[src/rtl/pipe_hazard_ctrl.sv]
// Pipeline hazard controller: load-use stalls, branch redirect flushes and memory-busy freeze.
// Optional performance counters are compiled in when PIPE_HAZARD_CTRL_PERF_EN is defined.
module pipe_hazard_ctrl #(
  parameter int unsigned FETCH_LAT = 1
) (
  input  logic        clk,
  input  logic        rst_n,
  input  logic [2:0]  id_reg1,
  input  logic [2:0]  id_reg2,
  input  logic        id_use1,
  input  logic        id_use2,
  input  logic        ex_valid,
  input  logic        ex_memRead,
  input  logic [2:0]  ex_regD,
  input  logic        ex_taken,
  input  logic [15:0] ex_jmpLoc,
  input  logic        mem_busy,
  output logic        pc_en,
  output logic        pc_load,
  output logic [15:0] pc_target,
  output logic        if_id_en,
  output logic        if_id_flush,
  output logic        id_ex_bubble,
  output logic        ex_freeze,
  output logic [15:0] stall_cnt,
  output logic [15:0] flush_cnt
);

  typedef enum logic [1:0] {StRun, StFlush, StMemWait} state_e;

  state_e      state_q, state_d, saved_q, saved_d, eff_state;
  logic [1:0]  cnt_q, cnt_d;
  logic [15:0] pc_target_q;
  logic        target_ld;
  logic        hazard;

  assign hazard = ex_valid & ex_memRead &
                  ((id_use1 & (id_reg1 == ex_regD)) | (id_use2 & (id_reg2 == ex_regD)));

  // Leaving MEM_WAIT acts as the interrupted state in the same cycle.
  assign eff_state = (state_q == StMemWait) ? saved_q : state_q;

  always_comb begin
    state_d      = state_q;
    saved_d      = saved_q;
    cnt_d        = cnt_q;
    target_ld    = 1'b0;
    pc_en        = 1'b1;
    if_id_en     = 1'b1;
    pc_load      = 1'b0;
    if_id_flush  = 1'b0;
    id_ex_bubble = 1'b0;
    ex_freeze    = 1'b0;
    if (!rst_n) begin
      pc_en        = 1'b0;
      if_id_en     = 1'b0;
      if_id_flush  = 1'b1;
      id_ex_bubble = 1'b1;
    end else if (mem_busy) begin
      pc_en     = 1'b0;
      if_id_en  = 1'b0;
      ex_freeze = 1'b1;
      state_d   = StMemWait;
      if (state_q != StMemWait) saved_d = state_q;
    end else begin
      case (eff_state)
        StFlush: begin
          if_id_flush  = 1'b1;
          id_ex_bubble = 1'b1;
          if (cnt_q <= 2'd1) begin
            state_d = StRun;
            cnt_d   = 2'd0;
          end else begin
            state_d = StFlush;
            cnt_d   = cnt_q - 2'd1;
          end
        end
        default: begin
          state_d = StRun;
          if (ex_taken) begin
            pc_load      = 1'b1;
            if_id_flush  = 1'b1;
            id_ex_bubble = 1'b1;
            target_ld    = 1'b1;
            if (FETCH_LAT > 0) begin
              state_d = StFlush;
              cnt_d   = 2'(FETCH_LAT);
            end
          end else if (hazard) begin
            pc_en        = 1'b0;
            if_id_en     = 1'b0;
            id_ex_bubble = 1'b1;
          end
        end
      endcase
    end
  end

  always_ff @(posedge clk or negedge rst_n) begin
    if (!rst_n) begin
      state_q     <= StRun;
      saved_q     <= StRun;
      cnt_q       <= 2'd0;
      pc_target_q <= 16'h0000;
    end else begin
      state_q <= state_d;
      saved_q <= saved_d;
      cnt_q   <= cnt_d;
      if (target_ld) pc_target_q <= ex_jmpLoc;
    end
  end

  assign pc_target = pc_target_q;

`ifdef PIPE_HAZARD_CTRL_PERF_EN
  logic [15:0] stall_q, flush_q;
  logic        stall_ev;

  assign stall_ev = mem_busy | (~ex_taken & hazard & (eff_state == StRun));

  always_ff @(posedge clk or negedge rst_n) begin
    if (!rst_n) begin
      stall_q <= 16'h0000;
      flush_q <= 16'h0000;
    end else begin
      if (stall_ev && (stall_q != 16'hFFFF)) stall_q <= stall_q + 16'd1;
      if (if_id_flush && (flush_q != 16'hFFFF)) flush_q <= flush_q + 16'd1;
    end
  end

  assign stall_cnt = stall_q;
  assign flush_cnt = flush_q;
`else
  assign stall_cnt = 16'h0000;
  assign flush_cnt = 16'h0000;
`endif

endmodule

[config.mk]
export PLATFORM = sky130hd
export DESIGN_NAME = pipe_hazard_ctrl
export DESIGN_NICKNAME = d
export VERILOG_FILES = /design/src/rtl/pipe_hazard_ctrl.sv
export SDC_FILE = /design/constraint.sdc
export NUM_CORES = 1
export LEC_CHECK = 0
export ABC_AREA = 1
export BUFFER_PORTS_ARGS = -buffer_cell sky130_fd_sc_hd__buf_2
export CELL_PAD_IN_SITES_DETAIL_PLACEMENT = 0
export CELL_PAD_IN_SITES_GLOBAL_PLACEMENT = 2
export CORE_MARGIN = 8
export CORE_UTILIZATION = 21
export CTS_BUF_LIST = sky130_fd_sc_hd__clkbuf_2
export DETAILED_ROUTE_END_ITERATION = 10
export PLACE_DENSITY_LB_ADDON = 0.1
export SYNTH_ARGS = -nofsm -noshare
export SYNTH_HDL_FRONTEND = slang
export SYNTH_SLANG_ARGS = --single-unit
export TNS_END_PERCENT = 10
[constraint.sdc]
create_clock -name clk -period 1.6 [get_ports clk]
set_clock_uncertainty 0.05 [all_clocks]
set_input_delay 0.24 -clock clk [delete_from_list [all_inputs] [get_ports clk]]
set_output_delay 0.24 -clock clk [all_outputs]
set_load 0.005 [all_outputs]
==> Word-level counts from Yosys, hierarchy flattened <==
Index checks and enable logic that the tools add are counted.
{ "op_classes": {"n_addsub": 1, "n_lt_le_gt_ge": 1, "eq_ne": 5, "n_mux": 27, "bitwise": 6, "n_reduce_logical": 3} }
{ "ops": {"columns": ["op", "count"], "rows": [
  ["$mux 1", 21],
  ["$mux 2", 6],
  ["$eq 3x3->1", 2],
  ["$reduce_and 3->1", 2],
  ["$and 1x1->1", 4],
  ["$eq 2x1->1 const B", 1],
  ["$eq 2x2->1 const B", 1],
  ["$le 2x1->1 const B", 1],
  ["$ne 2x2->1 const B", 1],
  ["$reduce_bool 2->1", 1],
  ["$sub 2x1->2 const B", 1],
  ["$not 1->1", 1],
  ["$or 1x1->1", 1]
]} }
{ "word_totals": {"reg_bits": 22, "in_bits": 33, "out_inout_bits": 54, "word_cells": 47} }

==> Longest topological paths before layout <==
Gate-level depths: netlist of the first run.
{ "logic_depth": {"depth_word": 9, "ltp_mapped": 10, "ltp_nobuf": 9} }

==> Worst setup path before layout of the first run <==
OpenSTA, ideal clock, no wires.
{ "synth_path": {"path_kind": "register to output", "from": "register state_q[0]", "to": "output pc_en", "t_arrival_ps": 1065, "t_required_ps": 1310, "path_slack_ps": 245, "stages_incl_launch_ff": 11, "n_path_buf": 1, "cell_sequence": "dfrtp_1 > inv_2 > nand3_2 > nand2_1 > nand2_2 > nand2_1 > inv_1 > nand3_1 > nand2_1 > inv_1 > buf_4"} }
{ "synth_via": {"elab_chain_len": 6} }
{ "synth_lines": {"columns": ["element", "line", "rtl"], "rows": [
  ["start, declared", "31", "state_e state_q, state_d, saved_q, saved_d, eff_state;"],
  ["start signal, assigned", "101", "state_q <= StRun;"],
  ["start signal, assigned", "106", "state_q <= state_d;"],
  ["$eq 2x2->1", "41", "assign eff_state = (state_q == StMemWait) ? saved_q : state_q;"],
  ["$mux 2 (*)", "41", null],
  ["$eq 2x1->1 (*)", null, null],
  ["$mux 1 (*) (3 in a row)", null, null],
  ["end, declared", "18", "output logic pc_en,"]
]} }
Mark *: on every way between the ends. The rest lies on a longest branch, timed or not.

==> Worst setup path in the final report of the first run <==
{ "layout_path": {"from": "register state_q[0]", "to": "output pc_en"} }
{ "layout_via": {"elab_chain_len": 6} }
{ "layout_lines": {"columns": ["element", "line", "rtl"], "rows": [
  ["$eq 2x2->1", "41", null],
  ["$mux 2 (*)", "41", null],
  ["$eq 2x1->1 (*)", "66", "case (eff_state)"],
  ["$mux 1 (*)", "66", null],
  ["$mux 1 (*)", "59", "end else if (mem_busy) begin"],
  ["$mux 1 (*)", "54", "if (!rst_n) begin"]
]} }
Marks and branches as above.

==> results of run 1 <==
-- through the flow --
stage	setup TNS, ps	util (%)	std cells	hold WS, ps	total power [mW]
2_1_floorplan	0	-	211	-106	1.07
3_3_place_gp	0	25.1	309	215	1.27
3_5_place_dp	0	25.1	309	214	1.27
4_1_cts	-923	27.7	324	3.87	1.73
5_1_grt	-1610	29.1	331	6.44	1.89
6_report	-823	29.1	331	47.5	1.74
-- cell families (layout without fill, tap and decap cells) --
logic type | count (synthesis) | in the layout | synth area share, %
AOI/OAI and AO/OA | 9 | 9 | 3.88
buffers and inverters | 57 | 100 | 26.4
DFF | 22 | 22 | 41.6
other | 1 | 32 | 0.283
and+or+nand+nor | 91 | 91 | 27.9
-- layer usage --
metal,global-route usage [%],vias up,share of wire [%]
li1,-,619,-
met1,9.72,523,42
met2,13.9,44,50
met3,2.13,2,6.6
met4,2.69,0,1.0
met5,0,-,0
-- synthesized netlist by cell type --
library cell	n	area share (%)
inv_1	18	5.1
a22oi_1	1	0.57
dfrtp_1	22	42
buf_2	1	0.38
nand3_2	1	0.76
nand2_2	1	0.47
nand2_1	77	22
nand3_1	2	0.76
inv_4	1	0.47
a21oi_1	2	0.76
conb_1	1	0.28
nor2_1	8	2.3
o22ai_1	1	0.47
nand3_4	1	1.3
nor2_2	1	0.47
o21ai_0	2	0.76
clkinv_1	1	0.28
o21a_1	1	0.57
o21ai_1	2	0.76
buf_6	1	0.85
inv_2	2	0.57
buf_4	33	19
-- cell type report --
| class | count | area (sq um) | share of cell area, % |
|---|---|---|---|
| sequential | 22 | 551 | 30.4 |
| timing repair buffer | 74 | 458 | 25.3 |
| clock buffer | 3 | 15.0 | 0.830 |
| multi-input combinational | 132 | 568 | 31.4 |
| clock inverter | 1 | 30.0 | 1.66 |
| inverter | 22 | 90.1 | 4.98 |
| tap | 77 | 96.3 | 5.33 |
-- how the worst max path moves through the flow --
| stage | slack (ps) | cells past startpoint | start | end |
|---|---|---|---|---|
| global placement | 180 | 10 | state_q[0]$_DFFE_PN0P_ | if_id_en |
| global route | -380 | 10 | state_q[0]$_DFFE_PN0P_ | if_id_en |
| detailed placement | 160 | 7 | state_q[1]$_DFFE_PN0P_ | id_ex_bubble |
| finish | -200 | 10 | state_q[0]$_DFFE_PN0P_ | pc_en |
| CTS | -230 | 10 | state_q[0]$_DFFE_PN0P_ | pc_en |
| floorplan | 240 | 10 | state_q[0]$_DFFE_PN0P_ | pc_en |
-- state kept, by name, summed over array words and instances (netlist names) --
signal	count
pc_target	16
cnt_q	2
saved_q	2
state_q	2
-- report_power, final --
| group | switching (mW) | total [mW] | internal, mW | leakage, nW |
|---|---|---|---|---|
| combinational | 0.294 | 0.564 | 0.270 | 0.799 |
| sequential | 0.0805 | 0.776 | 0.696 | 0.276 |
| clock | 0.180 | 0.396 | 0.215 | 0.0266 |
-- repair_timing --
action / in CTS / in global routing
hold endpoints to repair: 26 / 5
hold buffers: 6 / 5
pin swaps: 1 / 2
setup endpoints to repair: 5 / 5
buffers inserted: 5 / 2
gates resized for setup: 4 / 6
-- critical path: stages (launching register included) --
cell	delay (ps)
dfrtp_1	470
inv_2	90
nand3_2	60
nand2_2	90
nand2_4	70
nand2_4	80
inv_2	30
nand3_2	50
nand2_1	40
inv_1	60
buf_2	110
==> impl_metrics.csv, run 1 <==
group,metric,value,unit
run_status,status,"finished with violations",
run_status,violations,"negative setup slack",
clocking,cts_tree,"done",
setup_path,cp-end-kind,"primary output",
die,die_x,95.4,um
drt,drtAntennaViolNets,0,
global_routing,grt_pass1_vias,1259,
clocking,insertion_delay,340,ps
min_path,min_path_cells,3,
setup_path,path_max_fanout,3,
logic_synthesis,synth_area_per_cell,7.35,sq um
sta,hold_violations,0,
logic_synthesis,synthesis.instances,180,
die,std_cell_rows,29,
finish,drive_gt1_share,31.9,%
setup_path,cp.arrival,1510,ps
sta,slew_violations,0,
drt,drc,0,
global_routing,grt_start_max_net_pins,23,
sta,period_needed,1800,ps
die,ioPinCount,87,
place,dpl_cell_area,1560,sq um
logic_synthesis,yosys_warnings,0,
sta,fmaxAchievable,556,MHz
die,dieArea,9100,sq um
drt,wl_per_cell,11.7,um
drt,vias,1188,
global_routing,grt_antenna_before_repair,0,
finish,final_common_cell,"nand2_1",
sta,layout_setup_ws,-199,ps
setup_path,rr_worst_depth,8,
logic_synthesis,yosysSeqAreaShare,41.6,%
sta,grt_setup_unrepaired,"true",
finish,filler_cell_count,705,
die,initial_core_util,21.3,%
finish,fin_area,1810,sq um
die,die_height,95.4,um
die,core,6200,sq um
place,preCtsSetupSlack,160,ps
drt,drt_wl_total,3870,um
setup_path,regToRegSetupSlack,190,ps
place,io_buffers,54,
pwr,cellLeakagePower,1.10,nW
job,max_cap_viol_count,0,
global_routing,grt_pass1_wl,5950,um
min_path,hp-class,"in -> reg",
min_path,min_to,"pc_target[12]$_DFFE_PN0P_",
setup_path,critPathKind,"reg -> out",
place,dp_hpwl,2850,um
min_path,min-delay-start,"ex_jmpLoc[12]",
clocking,clock-root-buffer,"clkbuf_2",
drt,dr.pass1.iters,4,
clocking,clockBufferDepth,2,
drt,drtIter0Drc,22,
pwr,peakVddDrop,0.316,mV
place,gp_routability_congestion,0.645,
setup_path,r2r-end,"cnt_q[1]$_DFFE_PN0P_",
global_routing,overflow,0,
sta,fin_crit_sh,112,%
finish,layout.nets,288,
global_routing,grt_use_total,8.14,%
clocking,htree_levels,1,
logic_synthesis,synth_cell_types,22,
sta,setup_viol,5,
setup_path,regToRegStartpoint,"state_q[0]$_DFFE_PN0P_",
setup_path,critPathLaunchType,"flop",
pwr,powerDensity,960,nW/um^2
clocking,cts_buffers,3,
clocking,clk_pin_slew,240,ps
logic_synthesis,synth-seq-cells,22,
finish,layout_common_cells,"nand2_1 (75), buf_2 (54), conb_1 (32)",
setup_path,cp_data_required_time,1310,ps
clocking,cts_sinks,22,
finish,syn_to_final_growth,36.6,%
finish,n_antenna_cell,0,
drt,vias_per_cell,3.59,
logic_synthesis,synth_area,1320,sq um
Note: power is estimated with default switching activity, not from simulation.
==> inputs of run 2 (changes only) <==
Clock period 1.6 ns to 2 ns, I/O delays scaled along.
==> run 2 against run 1 <==
The flow now finishes without violations. Via count shrank 6.4%. Non-clock buffer count shrank 17. Critical path depth shrank 2. Die area is the same. Utilization shrank 3.1 points. Cell count shrank 5.1%. Design area shrank 11%. Sequential share of layout area grew 3.6 points. Critical endpoint is now if_id_en. Worst hold slack gained 39 ps. Count of clock-buffer cells in the layout is the same. Largest cell class is now registers. First-iteration DRC count grew 140%.
==> impl_metrics.csv, run 2 (synthesis results as in run 1) <==
group,metric,value,unit
setup_path,regToRegSetupSlack,710,ps
die,die_height,95.4,um
sta,fmaxAchievable,532,MHz
pwr,cellLeakagePower,1.02,nW
job,max_cap_viol_count,0,
place,io_buffers,54,
global_routing,overflow,0,
global_routing,grt_antenna_before_repair,0,
die,std_cell_rows,29,
setup_path,critPathLaunchType,"flop",
finish,drive_gt1_share,28.3,%
clocking,insertion_delay,330,ps
setup_path,cp_data_required_time,1650,ps
clocking,clockBufferDepth,2,
sta,hold_ws,86.4,ps
setup_path,cp.depth,8,
place,dp_hpwl,2880,um
clocking,clock-root-buffer,"clkbuf_2",
setup_path,cp.arrival,1530,ps
drt,vias_per_cell,3.54,
place,place_inst,309,
clocking,clk_pin_slew,230,ps
setup_path,cp-end-kind,"primary output",
die,ioPinCount,87,
drt,drt_wl_total,3580,um
min_path,hp-class,"in -> reg",
drt,drtIter0Drc,53,
finish,syn_to_final_growth,22.1,%
run_status,status,"finished clean",
finish,filler_cell_count,716,
finish,largest_register_ffs,16,
setup_path,slowest_stage,"dfrtp_1",
finish,layout.nets,271,
sta,hold_violations,0,
setup_path,critPathCapture,"if_id_en",
sta,fin_crit_sh,94.0,%
global_routing,grt_use_total,7.65,%
clocking,post_cts_buffers,0,
die,dieArea,9100,sq um
clocking,cts_buffers,3,
setup_path,r2r-end,"cnt_q[1]$_DFFE_PN0P_",
die,initial_core_util,21.3,%
finish,stdcell_count,314,
drt,vias,1112,
global_routing,grt_pass1_vias,1193,
global_routing,grt_pass1_wl,5550,um
clocking,htree_levels,1,
clocking,cts_tree,"done",
setup_path,critPathBufInv,3,
finish,n_antenna_cell,0,
setup_path,timing.critical_path.from,"state_q[0]$_DFFE_PN0P_",
sta,setup_viol,0,
setup_path,regToRegStartpoint,"state_q[0]$_DFFE_PN0P_",
drt,drtAntennaViolNets,0,
global_routing,grt_start_max_net_pins,26,
sta,grt_setup_unrepaired,"true",
sta,slew_violations,0,
clocking,cts_sinks,22,
setup_path,worstPathCellList,"o21ai_1 -> nand2_2 -> nand2_1 -> inv_1 -> nand3_1 -> nand2_1 -> inv_1 -> buf_2",
setup_path,rr_worst_depth,5,
drt,wl_per_cell,11.4,um
place,gp_routability_congestion,0.676,
setup_path,path_max_fanout,5,
finish,layout_common_cells,"nand2_1 (77), buf_2 (54), conb_1 (32)",
setup_path,cp_slowest_stage_delay,450,ps
sta,period_needed,1880,ps
pwr,peakVddDrop,0.238,mV
drt,dr.pass1.iters,4,
setup_path,critPathKind,"reg -> out",
pwr,powerDensity,810,nW/um^2
die,core,6200,sq um
die,die_x,95.4,um
finish,final_common_cell,"nand2_1",
drt,drc,0,
setup_path,path_delay_family,"flip-flops",
## run 2: worst min path at each step
stage | cells after the start | end | startpoint
after floorplan | 0 | cnt_q[0]$_DFFE_PN0P_ | rst_n
after global placement | 2 | pc_target[6]$_DFFE_PN0P_ | rst_n
after detailed placement | 2 | pc_target[6]$_DFFE_PN0P_ | rst_n
after CTS | 3 | pc_target[0]$_DFFE_PN0P_ | ex_jmpLoc[0]
after global routing | 3 | pc_target[5]$_DFFE_PN0P_ | ex_jmpLoc[5]
final | 3 | pc_target[1]$_DFFE_PN0P_ | ex_jmpLoc[1]
## run 2: area by class of cell
class | instances | area [sq um] | area share (%)
clock buffers | 3 | 15.0 | 0.929
clock inverters | 1 | 30.0 | 1.86
inverters | 22 | 85.1 | 5.26
multi-input cells | 132 | 541 | 33.4
flip-flops and latches | 22 | 551 | 34.1
well taps | 77 | 96.3 | 5.96
repair buffers | 57 | 299 | 18.5
## run 2: worst reg2reg max path: cells and delay by family (launching register included)
kind               cells  cell delay [ps]
DFF                    1              450
and+or+nand+nor        3              370
AOI/OAI and AO/OA      2              360
## run 2: through the flow
step / power, mW / area (sq um) / setup slack, ps / util [%] / setup TNS (ps)
after floorplan: 0.858 / 1440 / 585 / - / 0
after global placement: 1.02 / 1560 / 485 / 25.1 / 0
after detailed placement: 1.01 / 1560 / 502 / 25.1 / 0
after CTS: 1.34 / 1610 / 43.2 / 26.0 / 0
after global routing: 1.42 / 1620 / -51.2 / 26.1 / -194
final: 1.31 / 1620 / 121 / 26.1 / 0
## run 2: repair_timing
item                                    4_1_cts  5_1_grt
hold endpoints to repair                     22        0
hold buffers                                  1        0
resized for setup                             0        1
endpoints found under the setup margin        0        5
## run 2: power by group
part	total (mW)	switching, mW	internal [mW]
Combinational	0.378	0.212	0.166
Clock	0.314	0.141	0.172
Sequential	0.618	0.0612	0.557
Total	1.31	0.414	0.895
## run 2: per-layer routing
layer | up-vias | global-route usage, % | share of wire [%]
met5 | - | 0 | 0
met4 | 0 | 1.92 | 0
met3 | 0 | 3.15 | 8.7
met2 | 46 | 12.8 | 47
met1 | 480 | 8.85 | 44
li1 | 586 | - | -
==> inputs of run 3 (changes only) <==
Settings changed: CORE_UTILIZATION 21 to 20, CTS_BUF_LIST sky130_fd_sc_hd__clkbuf_2 to default.
==> run 3 against run 2 <==
Wire length up 1.3%. Sequential cell count unchanged. Via count down 0.72%. Fmax down 0.31%.
==> impl_metrics.csv, run 3 (synthesis results as in run 1) <==
group,metric,value,unit
pwr,powerDensity,861,nW/um^2
sta,slew_violations,0,
die,core,6390,sq um
sta,fin_crit_sh,94.2,%
drt,drtAntennaViolNets,0,
drt,drt_wl_total,3620,um
die,ioPinCount,87,
global_routing,busiest_layer,"met2",
global_routing,grt_start_max_net_pins,26,
finish,n_antenna_cell,0,
min_path,hp-class,"in -> reg",
global_routing,met1_usage,9.29,%
run_status,status,"finished clean",
finish,syn_to_final_growth,24.7,%
setup_path,cp.arrival,1530,ps
finish,final_common_cell,"nand2_1",
clocking,clockBufferDepth,2,
pwr,cellLeakagePower,1.03,nW
global_routing,met3_usage,2.42,%
finish,drive_gt1_share,28.3,%
clocking,htree_levels,1,
place,dp_hpwl,2900,um
die,std_cell_rows,29,
die,initial_core_util,20.7,%
setup_path,path_max_fanout,17,
global_routing,grt_pass1_vias,1208,
global_routing,met2_usage,12.7,%
place,place_inst,309,
place,gp_routability_congestion,0.635,
place,io_buffers,54,
global_routing,overflow,0,
finish,layout.nets,271,
drt,drc,0,
sta,period_needed,1880,ps
die,die_x,97.4,um
sta,setup_viol,0,
drt,drtIter0Drc,16,
sta,grt_setup_unrepaired,"false",
clocking,clk_pin_slew,90,ps
clocking,cts_sinks,22,
die,die_height,97.4,um
setup_path,cp_data_required_time,1650,ps
clocking,insertion_delay,260,ps
finish,stdcell_count,314,
drt,vias_per_cell,3.52,
setup_path,critPathKind,"in -> out",
job,max_cap_viol_count,0,
finish,largest_register_ffs,16,
clocking,clock-root-buffer,"clkbuf_8",
sta,setup_tns,0,ps
pwr,peakVddDrop,0.384,mV
global_routing,grt_pass1_wl,6070,um
clocking,cts_buffers,3,
global_routing,grt_use_total,7.63,%
setup_path,cp-end-kind,"primary output",
setup_path,timing.critical_path.from,"rst_n",
global_routing,grt_antenna_before_repair,0,
setup_path,critPathLaunchType,"input port",
drt,wl_per_cell,11.5,um
setup_path,regToRegStartpoint,"state_q[0]$_DFFE_PN0P_",
sta,fmaxAchievable,531,MHz
drt,vias,1104,
clocking,cts_tree,"done",
finish,layout_common_cells,"nand2_1 (77), buf_2 (54), conb_1 (32)",
die,dieArea,9480,sq um
drt,dr.pass1.iters,4,
min_path,min-delay-start,"ex_jmpLoc[14]",
clocking,post_cts_buffers,0,
sta,hold_violations,0,
[run 3: routing by layer]
metal	wire length, um	part of all wire [%]
met1	1610	44
met2	1790	49
met3	191	5.3
met4	34	0.94
met5	0	0
[run 3: cell type report]
class | instances | area (sq um)
fill | 740 | 4740
sequential | 22 | 551
multi-input combinational | 132 | 546
timing repair buffer | 57 | 299
tap | 77 | 96.3
inverter | 22 | 87.6
clock buffer | 3 | 41.3
clock inverter | 1 | 30.0
[run 3: what timing repair did]
action	CTS	global route
setup endpoints to repair	0	2
gates resized for setup	0	3
hold endpoints to repair	22	0
hold buffers	1	0
[run 3: path summary, 6_finish.rpt]
kind | endpoint | slack [ps] | cells after the start
worst min register to register | pc_target[5]$_DFFE_PN0P_ | 430 | 2
max in group asynchronous | pc_target[5]$_DFFE_PN0P_ | 1220 | 3
worst max register to register | pc_target[4]$_DFFE_PN0P_ | 700 | 6
min in group asynchronous | cnt_q[1]$_DFFE_PN0P_ | 480 | 3
worst max-delay path | pc_load | 120 | 7
worst min-delay path | pc_target[14]$_DFFE_PN0P_ | 170 | 3
[run 3: power by group]
group          internal (mW)  switching [mW]
Combinational          0.167           0.213
Clock                  0.267           0.154
Sequential             0.558          0.0625
Total                  0.992           0.429
[run 3: critical path, stage by stage]
cell,delay [ps]
dlygate4sd3_1,520
buf_2,120
inv_1,70
nor2_4,140
nand3_4,110
inv_6,140
buf_2,140
[run 3: stage by stage]
step	setup WS, ps	instance area (sq um)	power, mW	hold WS [ps]	utilization (%)
after floorplan	585	1440	0.858	-45.6	-
after global placement	481	1560	1.02	279	24.4
after detailed placement	492	1560	1.02	285	24.4
after CTS	23.1	1640	1.45	156	25.7
after global routing	2.67	1650	1.54	166	25.8
final	115	1650	1.42	166	25.8
